File: config.mk
export PLATFORM = sky130hd
export DESIGN_NAME = gsr_ctrl
export DESIGN_NICKNAME = d
export VERILOG_FILES = /design/src/rtl/gsr_ctrl.sv
export SDC_FILE = /design/constraint.sdc
export NUM_CORES = 1
export LEC_CHECK = 0
export BUFFER_PORTS_ARGS = -buffer_cell sky130_fd_sc_hd__buf_2
export CAP_MARGIN = 5
export CORE_AREA = 5 5 42 44
export DETAILED_ROUTE_END_ITERATION = 7
export DIE_AREA = 0 0 47 49
export GPL_TIMING_DRIVEN = 0
export PLACE_DENSITY_LB_ADDON = 0.15
export SLEW_MARGIN = 15
export SYNTH_ARGS = -nofsm -noshare
export SYNTH_HDL_FRONTEND = slang
export SYNTH_SLANG_ARGS = --single-unit
export TNS_END_PERCENT = 1
File: constraint.sdc
create_clock -name clk -period 1.3 [get_ports clk]
set_input_delay 0.065 -clock clk [delete_from_list [all_inputs] [get_ports clk]]
set_output_delay 0.065 -clock clk [all_outputs]
set_load 0.03 [all_outputs]
File: src/rtl/gsr_ctrl.sv
// rtl/gsr_ctrl.sv - global set/reset sequencer: immediate assert, lock-qualified timed release
// Soft requests re-run the release sequence; ack marks the first RUN cycle after servicing one.
module gsr_ctrl #(
  parameter int HOLD_CYCLES = 16,
  parameter int SYNC_STAGES = 2,
  parameter int REQ_MIN     = 4
) (
  input  logic clk,
  input  logic sr,
  input  logic ce,
  input  logic lock,
  input  logic req,
  output logic gsrn,
  output logic ready,
  output logic ack
);

  localparam int MAXC = (HOLD_CYCLES > REQ_MIN) ? HOLD_CYCLES : REQ_MIN;
  localparam int CW   = (MAXC > 1) ? $clog2(MAXC) : 1;
  localparam logic [CW-1:0] HOLD_LAST = CW'(HOLD_CYCLES - 1);
  localparam logic [CW-1:0] REQ_LAST  = CW'(REQ_MIN - 1);

  typedef enum logic [1:0] {ST_ASSERT, ST_HOLD, ST_RUN, ST_SOFT} state_t;

  state_t                 state;
  logic [CW-1:0]          count;
  logic [SYNC_STAGES-1:0] sync_q;
  logic                   req_q;
  logic                   pend;
  logic                   lock_s;
  logic                   req_rise;

  assign lock_s   = sync_q[SYNC_STAGES-1];
  assign req_rise = req & ~req_q;

  // Outputs are assigned alongside the state they belong to, so they always
  // reflect the state being entered on this edge.
  always_ff @(posedge clk or posedge sr) begin
    if (sr) begin
      state  <= ST_ASSERT;
      count  <= '0;
      sync_q <= '0;
      req_q  <= 1'b0;
      pend   <= 1'b0;
      gsrn   <= 1'b0;
      ready  <= 1'b0;
      ack    <= 1'b0;
    end else begin
      sync_q <= {sync_q[SYNC_STAGES-2:0], lock};
      req_q  <= req;
      ack    <= 1'b0;
      if (req_rise) pend <= 1'b1;

      case (state)
        ST_ASSERT: begin
          gsrn  <= 1'b0;
          ready <= 1'b0;
          if (lock_s) begin
            state <= ST_HOLD;
            count <= '0;
          end
        end
        ST_HOLD: begin
          if (!lock_s) begin
            state <= ST_ASSERT;
            count <= '0;
          end else if (ce) begin
            if (count == HOLD_LAST) begin
              state <= ST_RUN;
              count <= '0;
              gsrn  <= 1'b1;
              ready <= 1'b1;
              ack   <= pend;
              pend  <= req_rise;
            end else begin
              count <= count + 1'b1;
            end
          end
        end
        ST_RUN: begin
          if (!lock_s) begin
            state <= ST_ASSERT;
            count <= '0;
            gsrn  <= 1'b0;
            ready <= 1'b0;
          end else if (req_rise) begin
            state <= ST_SOFT;
            count <= '0;
            gsrn  <= 1'b0;
            ready <= 1'b0;
          end
        end
        ST_SOFT: begin
          if (!lock_s) begin
            state <= ST_ASSERT;
            count <= '0;
          end else if (count == REQ_LAST) begin
            state <= ST_HOLD;
            count <= '0;
          end else begin
            count <= count + 1'b1;
          end
        end
        default: begin
          state <= ST_ASSERT;
          count <= '0;
          gsrn  <= 1'b0;
          ready <= 1'b0;
        end
      endcase
    end
  end

endmodule

; ---- Yosys cells after proc, flatten, opt, wreduce, memory -nomap -nowiden
; Cells that the tools add are included.
[word_totals]
output_inout_bits = 3
ramBits = 0
n_memories = 0
mem_bits_ro = 0
reg_bits = 12
latch_bits = 0
[classes]
order_cmp = 0
n_div = 0
reduce_logical = 5
bitwise_logic = 2
addsub = 1
n_mul = 0
eq_ne = 13
n_mux = 33
shifts = 0
[ops]
columns = cell, count
row1 = 2-to-1 mux 4 bit, 8
row2 = 2-to-1 mux 2 bit, 8
row3 = case mux 4 bit (4 select lines), 1
row4 = 2-to-1 mux 1 bit, 14
row5 = inequality test 3 bit (second input constant), 4
row6 = AND reduction 5 bit, 2
row7 = inequality test 2 bit (second input constant), 4
row8 = case mux 2 bit (4 select lines), 1
row9 = adder 4 x 1 -> 4 bit (second input constant), 1
row10 = == test 2 bit (second input constant), 2
row11 = == test 4 x 2 -> 1 bit (second input constant), 1
row12 = == test 4 bit (second input constant), 1
row13 = case mux 1 bit (3 select lines), 1
row14 = AND reduction 3 bit, 1
row15 = nonzero test 3 bit, 1
row16 = == test 2 x 1 -> 1 bit (second input constant), 1
row17 = logical NOT 2 bit, 1
row18 = AND 1 bit, 1
row19 = inverter 1 bit, 1

; ---- Logic depth before layout (Yosys ltp)
; Gate-level depths: netlist of run 1.
[depth]
ltp_word = 7
ltp_mapped = 5
ltp_nobuf = 5

; ---- Worst setup path before layout of run 1
; Ideal clock, no wire load.
[synth_path]
path_kind = register to register
startpoint = reg count[0]
endpoint = reg count[1]
path_stages_with_launch = 6
required_time_ns = 1.218
path_slack_ns = -0.091
t_arrival_ns = 1.309
path_buffers = 0
period_less_slack_ns = 1.391
cell_sequence = dfrtp_1 > ha_1 > and4b_1 > a211oi_4 > nand3_1 > o22ai_1
[synth_between]
elab_chain_cells = 5
elab_cells_between_ends = 9
cone_classes = add/sub: 1 / eq/ne: 2 / mux: 6
[synth_lines]
columns = item, line
row1 = start: declaration, 26  ; logic [CW-1:0] count;
row2 = start signal: assignment, 76  ; count <= count + 1'b1;
row3 = start signal: assignment, 101  ; count <= count + 1'b1;
row4 = adder 4 x 1 -> 4 bit / == test 4 bit (equally long branches), "76, 101, 68"
row5 = 2-to-1 mux 4 bit, 68  ; if (count == HOLD_LAST) begin
row6 = 2-to-1 mux 4 bit, 67  ; end else if (ce) begin
row7 = 2-to-1 mux 4 bit, 64  ; if (!lock_s) begin
row8 = case mux 4 bit (4 select lines) *, 54  ; case (state)
; Every way passes the cells marked *; elsewhere a longest branch is shown, timed or not. The select of a mux whose other input is x is not followed.
; A chain may end at the register's enable or synchronous reset.

; ---- Worst setup path after layout of run 1
[layout_path]
startpoint = reg count[1]
endpoint = reg count[0]
[layout_between]
elab_chain_cells = 5
elab_cells_between_ends = 8
cone_classes = eq/ne: 2 / mux: 6
[layout_lines]
columns = item, line
row1 = == test 4 bit, 68
row2 = 2-to-1 mux 4 bit, 68
row3 = 2-to-1 mux 4 bit, 67
row4 = 2-to-1 mux 4 bit, 64
row5 = case mux 4 bit (4 select lines) *, 54
; Marks and branches as above.

==> results of run 1 <==
[registers in the layout (all words and copies together) (netlist names)]
register and flops:
ack 1, pend 1, count 4, req_q 1, state 2, ready 1, sync_q 2
[cells in the mapped netlist, types with 2 or more instances]
master     n
inv_1      5
nand3_1    5
dfrtp_1   12
a32o_1     2
a22o_1     2
nor2b_1    4
buf_2      2
nor2_1     4
o211ai_1   2
[kinds of logic (layout without fill, tap and decap cells)]
kind of cell	count (synthesis)	after routing	synth area share, %
simple gates	20	20	18.94
mux	1	1	1.702
buf+inv	8	25	6.171
flops	12	12	51.06
compound gates	13	13	20.00
fa+ha+maj	1	1	2.127
[routing by layer]
metal | routed length (um) | vias up
li1 | - | 235
met1 | 486 | 224
met2 | 561 | 9
met3 | 56 | 2
met4 | 15 | 0
met5 | 0 | -
[worst min-delay path, stage by stage]
cell and delay, ns:
dlygate4sd3_1 0.53, buf_2 0.11, inv_1 0.33
[what timing repair did]
item	CTS	global route
hold buffers	3	0
resized for setup	3	0
endpoints found under the setup margin	8	8
buffers inserted	4	0
hold endpoints to repair	14	0
pin swaps	5	0
[stage by stage]
step / setup WS [ns] / power [mW] / instance area (um^2) / instances / TNS, ns
2_1_floorplan: -0.007986 / 0.4458 / 598.1 / 55 / -0.007986
3_3_place_gp: -0.1410 / 0.4625 / 653.1 / 78 / -0.5063
3_5_place_dp: -0.1465 / 0.4635 / 653.1 / 78 / -0.5645
4_1_cts: -0.09167 / 0.7040 / 744.5 / 88 / -0.4288
5_1_grt: -0.2237 / 0.7384 / 744.5 / 88 / -1.230
6_report: -0.1182 / 0.6900 / 744.5 / 88 / -0.5676
[worst paths after layout]
path	start	depth (start not counted)	end	slack, ns
hold reg to reg	sync_q[0]	0	sync_q[1]	0.35
min in group clk	ce	4	state[0]	0.34
setup / recovery	count[1]	5	count[0]	-0.12
hold / removal	sr	3	req_q	0.34
setup reg to reg	count[1]	5	count[0]	-0.12
max in group asynchronous	sr	3	state[1]	0.63
[report_power, final]
| part | total (mW) | leakage (nW) | internal [mW] | switching (mW) |
|---|---|---|---|---|
| combinational | 0.0866 | 0.193 | 0.0420 | 0.0446 |
| clock | 0.214 | 0.0138 | 0.107 | 0.107 |
| sequential | 0.389 | 0.151 | 0.385 | 0.00462 |
[layout make-up]
type	count	area, um^2
Sequential cell	12	301.5
Tap cell	16	20.02
Inverter	5	18.77
Buffer	3	17.52
Timing Repair Buffer	14	95.09
Clock buffer	3	22.52
Fill cell	130	656.9
Multi-Input combinational cell	35	269.0
==> impl_metrics.py, run 1 <==
metrics = {
    "pwr": {
        "leakagePower_nw": 0.3580,
        "power_density_nw_per_um2": 926.8,
        "irDropWorstVdd_mv": 0.7949,
    },
    "detailed_routing": {
        "route.vias.total": 470,
        "initialDrtViolationCount": 8,
        "detail_route.vias_per_cell": 5.341,
        "drc": 0,
        "post_route_ant_nets": 0,
        "routed_wire_length_per_instance_um": 12.74,
        "detail_route.wirelength_mm": 1.121,
        "detail_route.first_pass.iterations": 4,
    },
    "outcome": {
        "outcome": "finished, violations left",
        "violations": "negative setup slack",
    },
    "yosys": {
        "ys_ff_latch": 12,
        "synth_edf_count": 0,
        "netlist_top_cells_area": "dfrtp_1 (51%), nand3_1 (4.3%), nor2b_1 (4.3%)",
        "synthesis.yosys.warnings": 0,
        "synth_top_flop_cell": "dfrtp_1",
        "yosysTopAreaCell": "dfrtp_1",
        "synth_seq_area_share_pct": 51.06,
        "postSynthNetCount": 61,
        "synth_cells": 55,
        "syn_avg_cell_area_um2": 10.69,
        "postSynth.asyncResetShare_pct": 100.0,
        "syn-cell-area_um2": 588.1,
        "ys_types": 26,
        "synth_top_area_share_pct": 51.06,
    },
    "clocking": {
        "cts.htree.levels": 1,
        "clk_pin_slew_worst_paths_ns": 0.07,
        "cts_num_sinks": 12,
        "clk-insertion-delay-late_ns": 0.26,
        "cts_max_path_buffers": 2,
        "cts_made_buffers": 3,
        "root_driver": "clkbuf_4",
        "tritoncts_clock_tree": "yes",
    },
    "layout": {
        "layout_common_cells": "dfrtp_1 (11), buf_2 (9), inv_1 (5), buf_4 (5)",
        "diodes": 0,
        "final_layout_size_suffix_gt1_share_pct": 31.94,
        "design.final.nets": 80,
        "layout_commonest_cell": "dfrtp_1",
        "utilization_pct": 53.13,
        "syn2layout_area_growth_pct": 26.60,
    },
    "sta": {
        "slew_violations": 0,
        "clock_skew_ns": 0.004578,
        "rsz0062_at_grt": "yes",
        "final_period_minus_worst_setup_slack_ns": 1.418,
        "timing.slew.headroom_pct": 70.27,
        "count_of_endpoints_failing_hold_in_the_final_timing_report": 0,
        "hold_slack_ns": 0.3370,
        "final_min_period_over_clock_period_pct": 109.1,
        "maxClockFrequency_mhz": 705.1,
        "timing.final.setup_violations": 7,
        "worst_slack_ns": -0.1182,
        "worstMarginPinSlew_ns": 0.4454,
    },
    "worst_setup_path": {
        "worst_path_required_time_ns": 1.49,
        "endpoint_kind": "flip-flop",
        "timing.critical_path.arrival_ns": 1.61,
        "critPathKind": "reg2reg",
        "critPathTopFamily": "flip-flops",
        "crit_path_cell_chain": "ha_2, and4b_1, a211oi_4, nand3_1, mux2i_1",
        "slowest_delay_ns": 0.39,
        "maximum_fanout_along_the_worst_path": 5,
        "timing.critical_path.from_type": "flip-flop",
        "slowest_stage": "dfrtp_1",
        "timing.critical_path.buf_inv": 0,
    },
    "floorplan": {
        "die_height_um": 49,
        "dieArea_um2": 2303,
        "die_w_um": 47,
        "start_util_pct": 41.96,
        "coreArea_um2": 1401,
        "io-pin-count": 8,
        "placementRows": 14,
    },
    "global_routing": {
        "global_route.overflow_total": 0,
        "top_usage_layer": "met2",
        "first_global_vias": 527,
        "grt_pass1_wl_mm": 2.132,
        "use_met3_pct": 5.904,
        "antenna_found_initial": 0,
        "groute.layer.met1.usage_pct": 13.70,
        "grtUsageMet2_pct": 20.14,
        "pin_count_of_the_biggest_net_entering_global_routing": 13,
        "grt_usage_pct": 12.76,
    },
    "place": {
        "gp_routability_congestion": 0.7675,
        "numPortBuffers": 7,
        "post-dp-hpwl_um": 754.4,
    },
    "flow_run": {
        "cap_violations": 0,
    },
    "worst_hold_path": {
        "hold_class": "in2async",
    },
}
Note: power is estimated with default switching activity, not from simulation.
==> run 2: changes to the inputs <==
- ABC_AREA: default -> 1
- CORE_AREA: 5 5 42 44 -> 5 5 44 46
- CTS_CLUSTER_SIZE: default -> 40
- DIE_AREA: 0 0 47 49 -> 0 0 49 51
- PLACE_DENSITY: default -> 0.7
- PLACE_DENSITY_LB_ADDON: 0.15 -> default
==> impl_metrics.py, run 2 <==
metrics = {
    "yosys": {
        "ys_types": 17,
        "yosysTopAreaCell": "dfrtp_1",
        "syn-cell-area_um2": 705.7,
        "postSynth.asyncResetShare_pct": 100.0,
        "synth_seq_area_share_pct": 42.55,
        "synth_cells": 89,
        "ys_ff_latch": 12,
        "synth.most_common_cell": "nand2_1",
        "synthesis.yosys.warnings": 0,
        "ys_top_cells_by_count": "nand2_1 (28), dfrtp_1 (12), inv_1 (9), nand3_1 (9), nor2_1 (9)",
        "postSynthNetCount": 95,
        "syn_avg_cell_area_um2": 7.929,
        "synth_edf_count": 0,
        "synth_top_flop_cell": "dfrtp_1",
        "netlist_top_cells_area": "dfrtp_1 (43%), nand2_1 (15%), nand3_1 (6.4%)",
        "synth_top_area_share_pct": 42.55,
    },
    "detailed_routing": {
        "detail_route.wirelength_mm": 1.282,
        "drc": 0,
        "initialDrtViolationCount": 21,
        "detail_route.vias_per_cell": 4.920,
        "routed_wire_length_per_instance_um": 10.26,
        "post_route_ant_nets": 0,
        "route.vias.total": 615,
        "detail_route.first_pass.iterations": 4,
    },
    "worst_setup_path": {
        "worst_path_required_time_ns": 1.51,
        "slowest_delay_ns": 0.40,
        "critPathKind": "reg2reg",
        "timing.critical_path.from_type": "flip-flop",
        "maximum_fanout_along_the_worst_path": 3,
        "crit_path_cell_chain": "ha_4, nand2_1, nor2_2, nand4_1, buf_4, nor2_1",
        "endpoint_kind": "flip-flop",
        "timing.critical_path.arrival_ns": 1.46,
        "slowest_stage": "dfrtp_1",
    },
    "global_routing": {
        "grt_usage_pct": 11.25,
        "antenna_found_initial": 0,
        "grt_pass1_wl_mm": 2.208,
        "pin_count_of_the_biggest_net_entering_global_routing": 13,
        "global_route.overflow_total": 0,
        "first_global_vias": 525,
    },
    "sta": {
        "final_min_period_over_clock_period_pct": 96.36,
        "final_period_minus_worst_setup_slack_ns": 1.253,
        "timing.final.setup_violations": 0,
        "timing.slew.headroom_pct": 69.78,
        "fin_setup_tns_ns": 0,
        "maxClockFrequency_mhz": 798.3,
        "worstMarginPinSlew_ns": 0.4528,
        "clock_skew_ns": 0.004075,
        "hold_slack_ns": 0.2056,
        "worst_slack_ns": 0.04729,
        "count_of_endpoints_failing_hold_in_the_final_timing_report": 0,
        "slew_violations": 0,
    },
    "layout": {
        "layout_common_cells": "nand2_1 (27), dfrtp_1 (12), inv_1 (9), nand3_1 (9), nor2_1 (8)",
        "final_cells": 125,
        "largest_register_ff_count": 4,
        "largest_registers_ranked_by_flip_flop_count": "count x4, state x2, sync_q x2",
        "syn2layout_area_growth_pct": 27.13,
        "fillCellCount": 135,
        "design.final.nets": 116,
        "diodes": 0,
        "regMostFlops": "count",
        "seqCellArea_um2": 300.3,
        "finish.instance_area_um2": 897.1,
        "utilization_pct": 60.97,
        "layout_commonest_cell": "nand2_1",
        "final_layout_size_suffix_gt1_share_pct": 31.19,
        "multi_input_comb_area_um2": 356.6,
    },
    "place": {
        "post-dp-hpwl_um": 891.5,
        "numPlacedInstances": 112,
        "post_dp_cell_area_um2": 760.7,
        "numPortBuffers": 7,
        "dpl_worst_slack_ns": -0.03487,
        "gp_routability_congestion": 0.7656,
    },
    "flow_run": {
        "cap_violations": 0,
    },
    "clocking": {
        "clk-insertion-delay-late_ns": 0.27,
        "cts_max_path_buffers": 2,
        "cts_made_buffers": 3,
        "cts_num_sinks": 12,
        "clk_pin_slew_worst_paths_ns": 0.08,
        "tritoncts_clock_tree": "yes",
        "cts.htree.levels": 1,
        "root_driver": "clkbuf_4",
    },
    "floorplan": {
        "placementRows": 14,
        "die_w_um": 49,
        "die_height_um": 51,
        "start_util_pct": 47.96,
        "io-pin-count": 8,
        "dieArea_um2": 2499,
        "coreArea_um2": 1471,
    },
    "worst_hold_path": {
        "hold_class": "in2reg",
    },
    "outcome": {
        "outcome": "complete, no violations",
    },
    "pwr": {
        "power_density_nw_per_um2": 1508,
        "total_power_mw": 1.352,
        "irDropWorstVdd_mv": 0.6853,
        "leakagePower_nw": 0.4911,
    },
}
[run 2: cell count changes after synthesis, sizes merged, moves of 4 or more]
cell   change
inv        +6
nand2     +30
nand3      +7
nor2       +8
nor2b      -4
o21ai      +4
[run 2: cells by family after synthesis]
group	synth area share, %
AO/OA/AOI/OAI	2.837
buffers and inverters	10.46
flip-flops	42.55
adder cells (fa/ha/maj)	1.773
AND/OR/NAND/NOR	42.37
[run 2: worst paths after layout]
check | start | end | slack [ns] | cells past startpoint
setup / recovery | count[1] | ack | 0.05 | 6
hold / removal | ce | pend | 0.21 | 4
setup reg to reg | count[1] | ack | 0.05 | 6
hold reg to reg | sync_q[0] | sync_q[1] | 0.35 | 0
max in group asynchronous | sr | state[1] | 0.65 | 3
min in group asynchronous | sr | count[1] | 0.33 | 3
[run 2: where the power goes]
part / switching, mW / leakage [nW] / internal [mW]
logic: 0.330 / 0.318 / 0.234
clock network: 0.124 / 0.0210 / 0.170
registers: 0.0647 / 0.152 / 0.430
total: 0.519 / 0.491 / 0.834
[run 2: area by class of cell]
cell class / count / area share (%)
Timing Repair Buffer: 16 / 12.27
Tap cell: 16 / 2.232
Inverter: 11 / 4.881
Buffer: 3 / 3.347
Sequential cell: 12 / 33.47
Multi-Input combinational cell: 63 / 39.75
Clock buffer: 4 / 4.045
[run 2: critical path, delay by kind of cell, from the launching register on]
kind	cells	cell delay (ns)
flip-flops	1	0.40
buffers and inverters	1	0.18
AND/OR/NAND/NOR	4	0.45
adder cells (fa/ha/maj)	1	0.16
[run 2: repair_timing]
| item | CTS | global route |
|---|---|---|
| pin swaps | 0 | 3 |
| gates resized for setup | 1 | 4 |
| buffers inserted | 2 | 4 |
| hold endpoints to repair | 14 | 0 |
| hold buffers | 3 | 0 |
| endpoints found under the setup margin | 5 | 5 |
[run 2: per-layer routing]
metal / track usage (%) / vias to the layer above / share of wire (%)
li1: - / 319 / -
met4: 8.072 / 0 / 2.7
met3: 1.744 / 4 / 3.6
met5: 0 / - / 0
met2: 17.17 / 13 / 44
met1: 14.49 / 279 / 50
==> run 3: changes to the inputs <==
- CORE_AREA: 5 5 44 46 -> 5 5 42 44
- DIE_AREA: 0 0 49 51 -> 0 0 47 49
- PLACE_DENSITY: 0.7 -> 0.73
- clock period: 1.3 -> 1.5 ns (I/O delays scaled with it)
==> impl_metrics.py, run 3 (synthesis gave the netlist of run 2 again) <==
metrics = {
    "worst_setup_path": {
        "worst_path_required_time_ns": 1.66,
        "crit_path_cell_chain": "ha_2, nand2_1, nor2_2, nand2_1, nand3_2, nand2_2, nand2_1, nand2_1",
        "endpoint_kind": "flip-flop",
        "timing.critical_path.arrival_ns": 1.47,
        "rrSetupSlack_ns": 0.18,
        "slowest_delay_ns": 0.41,
        "maximum_fanout_along_the_worst_path": 5,
        "worstReg2RegStart": "count[1]",
        "crit_top_cell": "nand2_1",
        "r2r-end": "state[1]",
        "timing.critical_path.from_type": "flip-flop",
        "critPathKind": "reg2reg",
        "slowest_stage": "dfrtp_1",
        "r2r_cells": 8,
    },
    "clocking": {
        "tritoncts_clock_tree": "yes",
        "cts_made_buffers": 3,
        "cts_num_sinks": 12,
        "clk_pin_slew_worst_paths_ns": 0.07,
        "root_driver": "clkbuf_4",
        "clk-insertion-delay-late_ns": 0.26,
        "cts.htree.levels": 1,
        "cts_max_path_buffers": 2,
    },
    "place": {
        "post-dp-hpwl_um": 941.1,
        "gp_routability_congestion": 0.7792,
        "numPortBuffers": 7,
        "post_dp_cell_area_um2": 760.7,
    },
    "floorplan": {
        "start_util_pct": 50.36,
        "placementRows": 14,
        "io-pin-count": 8,
        "coreArea_um2": 1401,
        "die_w_um": 47,
        "dieArea_um2": 2303,
        "die_height_um": 49,
    },
    "global_routing": {
        "pin_count_of_the_biggest_net_entering_global_routing": 13,
        "global_route.overflow_total": 0,
        "grt_usage_pct": 12.83,
        "antenna_found_initial": 0,
        "first_global_vias": 530,
        "grt_pass1_wl_mm": 2.201,
    },
    "layout": {
        "syn2layout_area_growth_pct": 18.09,
        "seqCellArea_um2": 301.5,
        "largest_register_ff_count": 4,
        "finish.instance_area_um2": 833.3,
        "design.final.nets": 110,
        "multi_input_comb_area_um2": 336.6,
        "final_layout_size_suffix_gt1_share_pct": 27.18,
        "diodes": 0,
        "fillCellCount": 128,
        "layout_common_cells": "nand2_1 (28), dfrtp_1 (11), inv_1 (9), nand3_1 (9), nor2_1 (8)",
        "regMostFlops": "count",
        "largest_registers_ranked_by_flip_flop_count": "count x4, state x2, sync_q x2",
        "layout_commonest_cell": "nand2_1",
    },
    "sta": {
        "count_of_endpoints_failing_hold_in_the_final_timing_report": 0,
        "worstMarginPinSlew_ns": 0.4276,
        "timing.final.setup_violations": 0,
        "final_period_minus_worst_setup_slack_ns": 1.317,
        "maxClockFrequency_mhz": 759.3,
        "slew_violations": 0,
        "final_min_period_over_clock_period_pct": 87.80,
        "rsz0062_at_grt": "no",
        "timing.slew.headroom_pct": 71.46,
        "clock_skew_ns": 0.005230,
        "fin_setup_tns_ns": 0,
    },
    "detailed_routing": {
        "drc": 0,
        "initialDrtViolationCount": 20,
        "detail_route.vias_per_cell": 4.933,
        "routed_wire_length_per_instance_um": 10.34,
        "post_route_ant_nets": 0,
        "detail_route.first_pass.iterations": 4,
        "detail_route.wirelength_mm": 1.230,
        "route.vias.total": 587,
    },
    "worst_hold_path": {
        "worst_hold_path.endpoint": "ack",
        "worst_min_delay_path_startpoint": "ce",
        "hold_depth": 3,
        "hold_class": "in2reg",
    },
    "pwr": {
        "comb_power_share_pct": 37.7,
        "power.switching_fraction_pct": 38.28,
        "irDropWorstVdd_mv": 0.6013,
        "internal_portion_of_total_power_uw": 676.9,
        "seq_power_share_pct": 39.9,
        "power_switching_uw": 419.8,
        "leakagePower_nw": 0.4578,
        "clockPowerShare_pct": 22.4,
        "power_density_nw_per_um2": 1316,
    },
    "outcome": {
        "outcome": "complete, no violations",
    },
    "flow_run": {
        "cap_violations": 0,
    },
}
## run 3: cell count changes in the layout (fill, tap and decap cells not counted), sizes merged
cell  change
buf       -6
## run 3: what timing repair did
action                                  4_1_cts  5_1_grt
endpoints found under the setup margin        0        5
setup buffers                                 0        0
hold buffers                                  3        0
resized for setup                             0        3
endpoints found under the hold margin        14        0
## run 3: layout make-up
class	count	area share, %
plain buffers	3	3.604
clock buffers	4	4.354
inverters	11	5.255
multi-input cells	63	40.39
flip-flops and latches	12	36.19
well taps	16	2.402
repair buffers	10	7.808
## run 3: power groups by stage
| stage | Combinational (mW) | Sequential [mW] | Clock (mW) |
|---|---|---|---|
| 6_report | 0.413 | 0.437 | 0.246 |
| 5_1_grt | 0.469 | 0.446 | 0.273 |
| 4_1_cts | 0.415 | 0.433 | 0.255 |
| 3_5_place_dp | 0.407 | 0.438 | 0 |
| 3_3_place_gp | 0.393 | 0.435 | 0 |
| 2_1_floorplan | 0.344 | 0.422 | 0 |
## run 3: stage by stage
stage / instances / worst slack, ns / util [%] / power [mW] / hold WS, ns
6_report: 119 / 0.1830 / 59.46 / 1.097 / 0.1385
4_1_cts: 119 / 0.1131 / 59.02 / 1.103 / 0.1318
3_3_place_gp: 112 / 0.1704 / 54.29 / 0.8280 / 0.09448
5_1_grt: 119 / 0.04744 / 59.46 / 1.188 / 0.1497
2_1_floorplan: 89 / 0.3053 / - / 0.7665 / -0.06030
3_5_place_dp: 112 / 0.1348 / 54.29 / 0.8451 / 0.1004
## run 3: layer usage
layer | GRT usage [%] | up-vias | share of wire, %
met5 | 0 | - | 0
met4 | 5.530 | 0 | 1.1
met3 | 3.321 | 2 | 3.3
met2 | 18.10 | 6 | 52
met1 | 18.14 | 270 | 43
li1 | - | 309 | -
## run 3: worst max-delay path: cells and delay by family (launching register included)
| kind | cells | cell delay (ns) |
|---|---|---|
| flops | 1 | 0.41 |
| simple gates | 7 | 0.58 |
| fa+ha+maj | 1 | 0.23 |
## run 3: how the worst max path moves through the flow
stage | startpoint | slack (ns) | to
detailed placement | count[0] | 0.13 | state[1]
global placement | count[0] | 0.17 | state[1]
CTS | count[0] | 0.11 | state[1]
finish | count[1] | 0.18 | state[1]
floorplan | count[0] | 0.31 | state[0]
global route | count[1] | 0.05 | state[1]
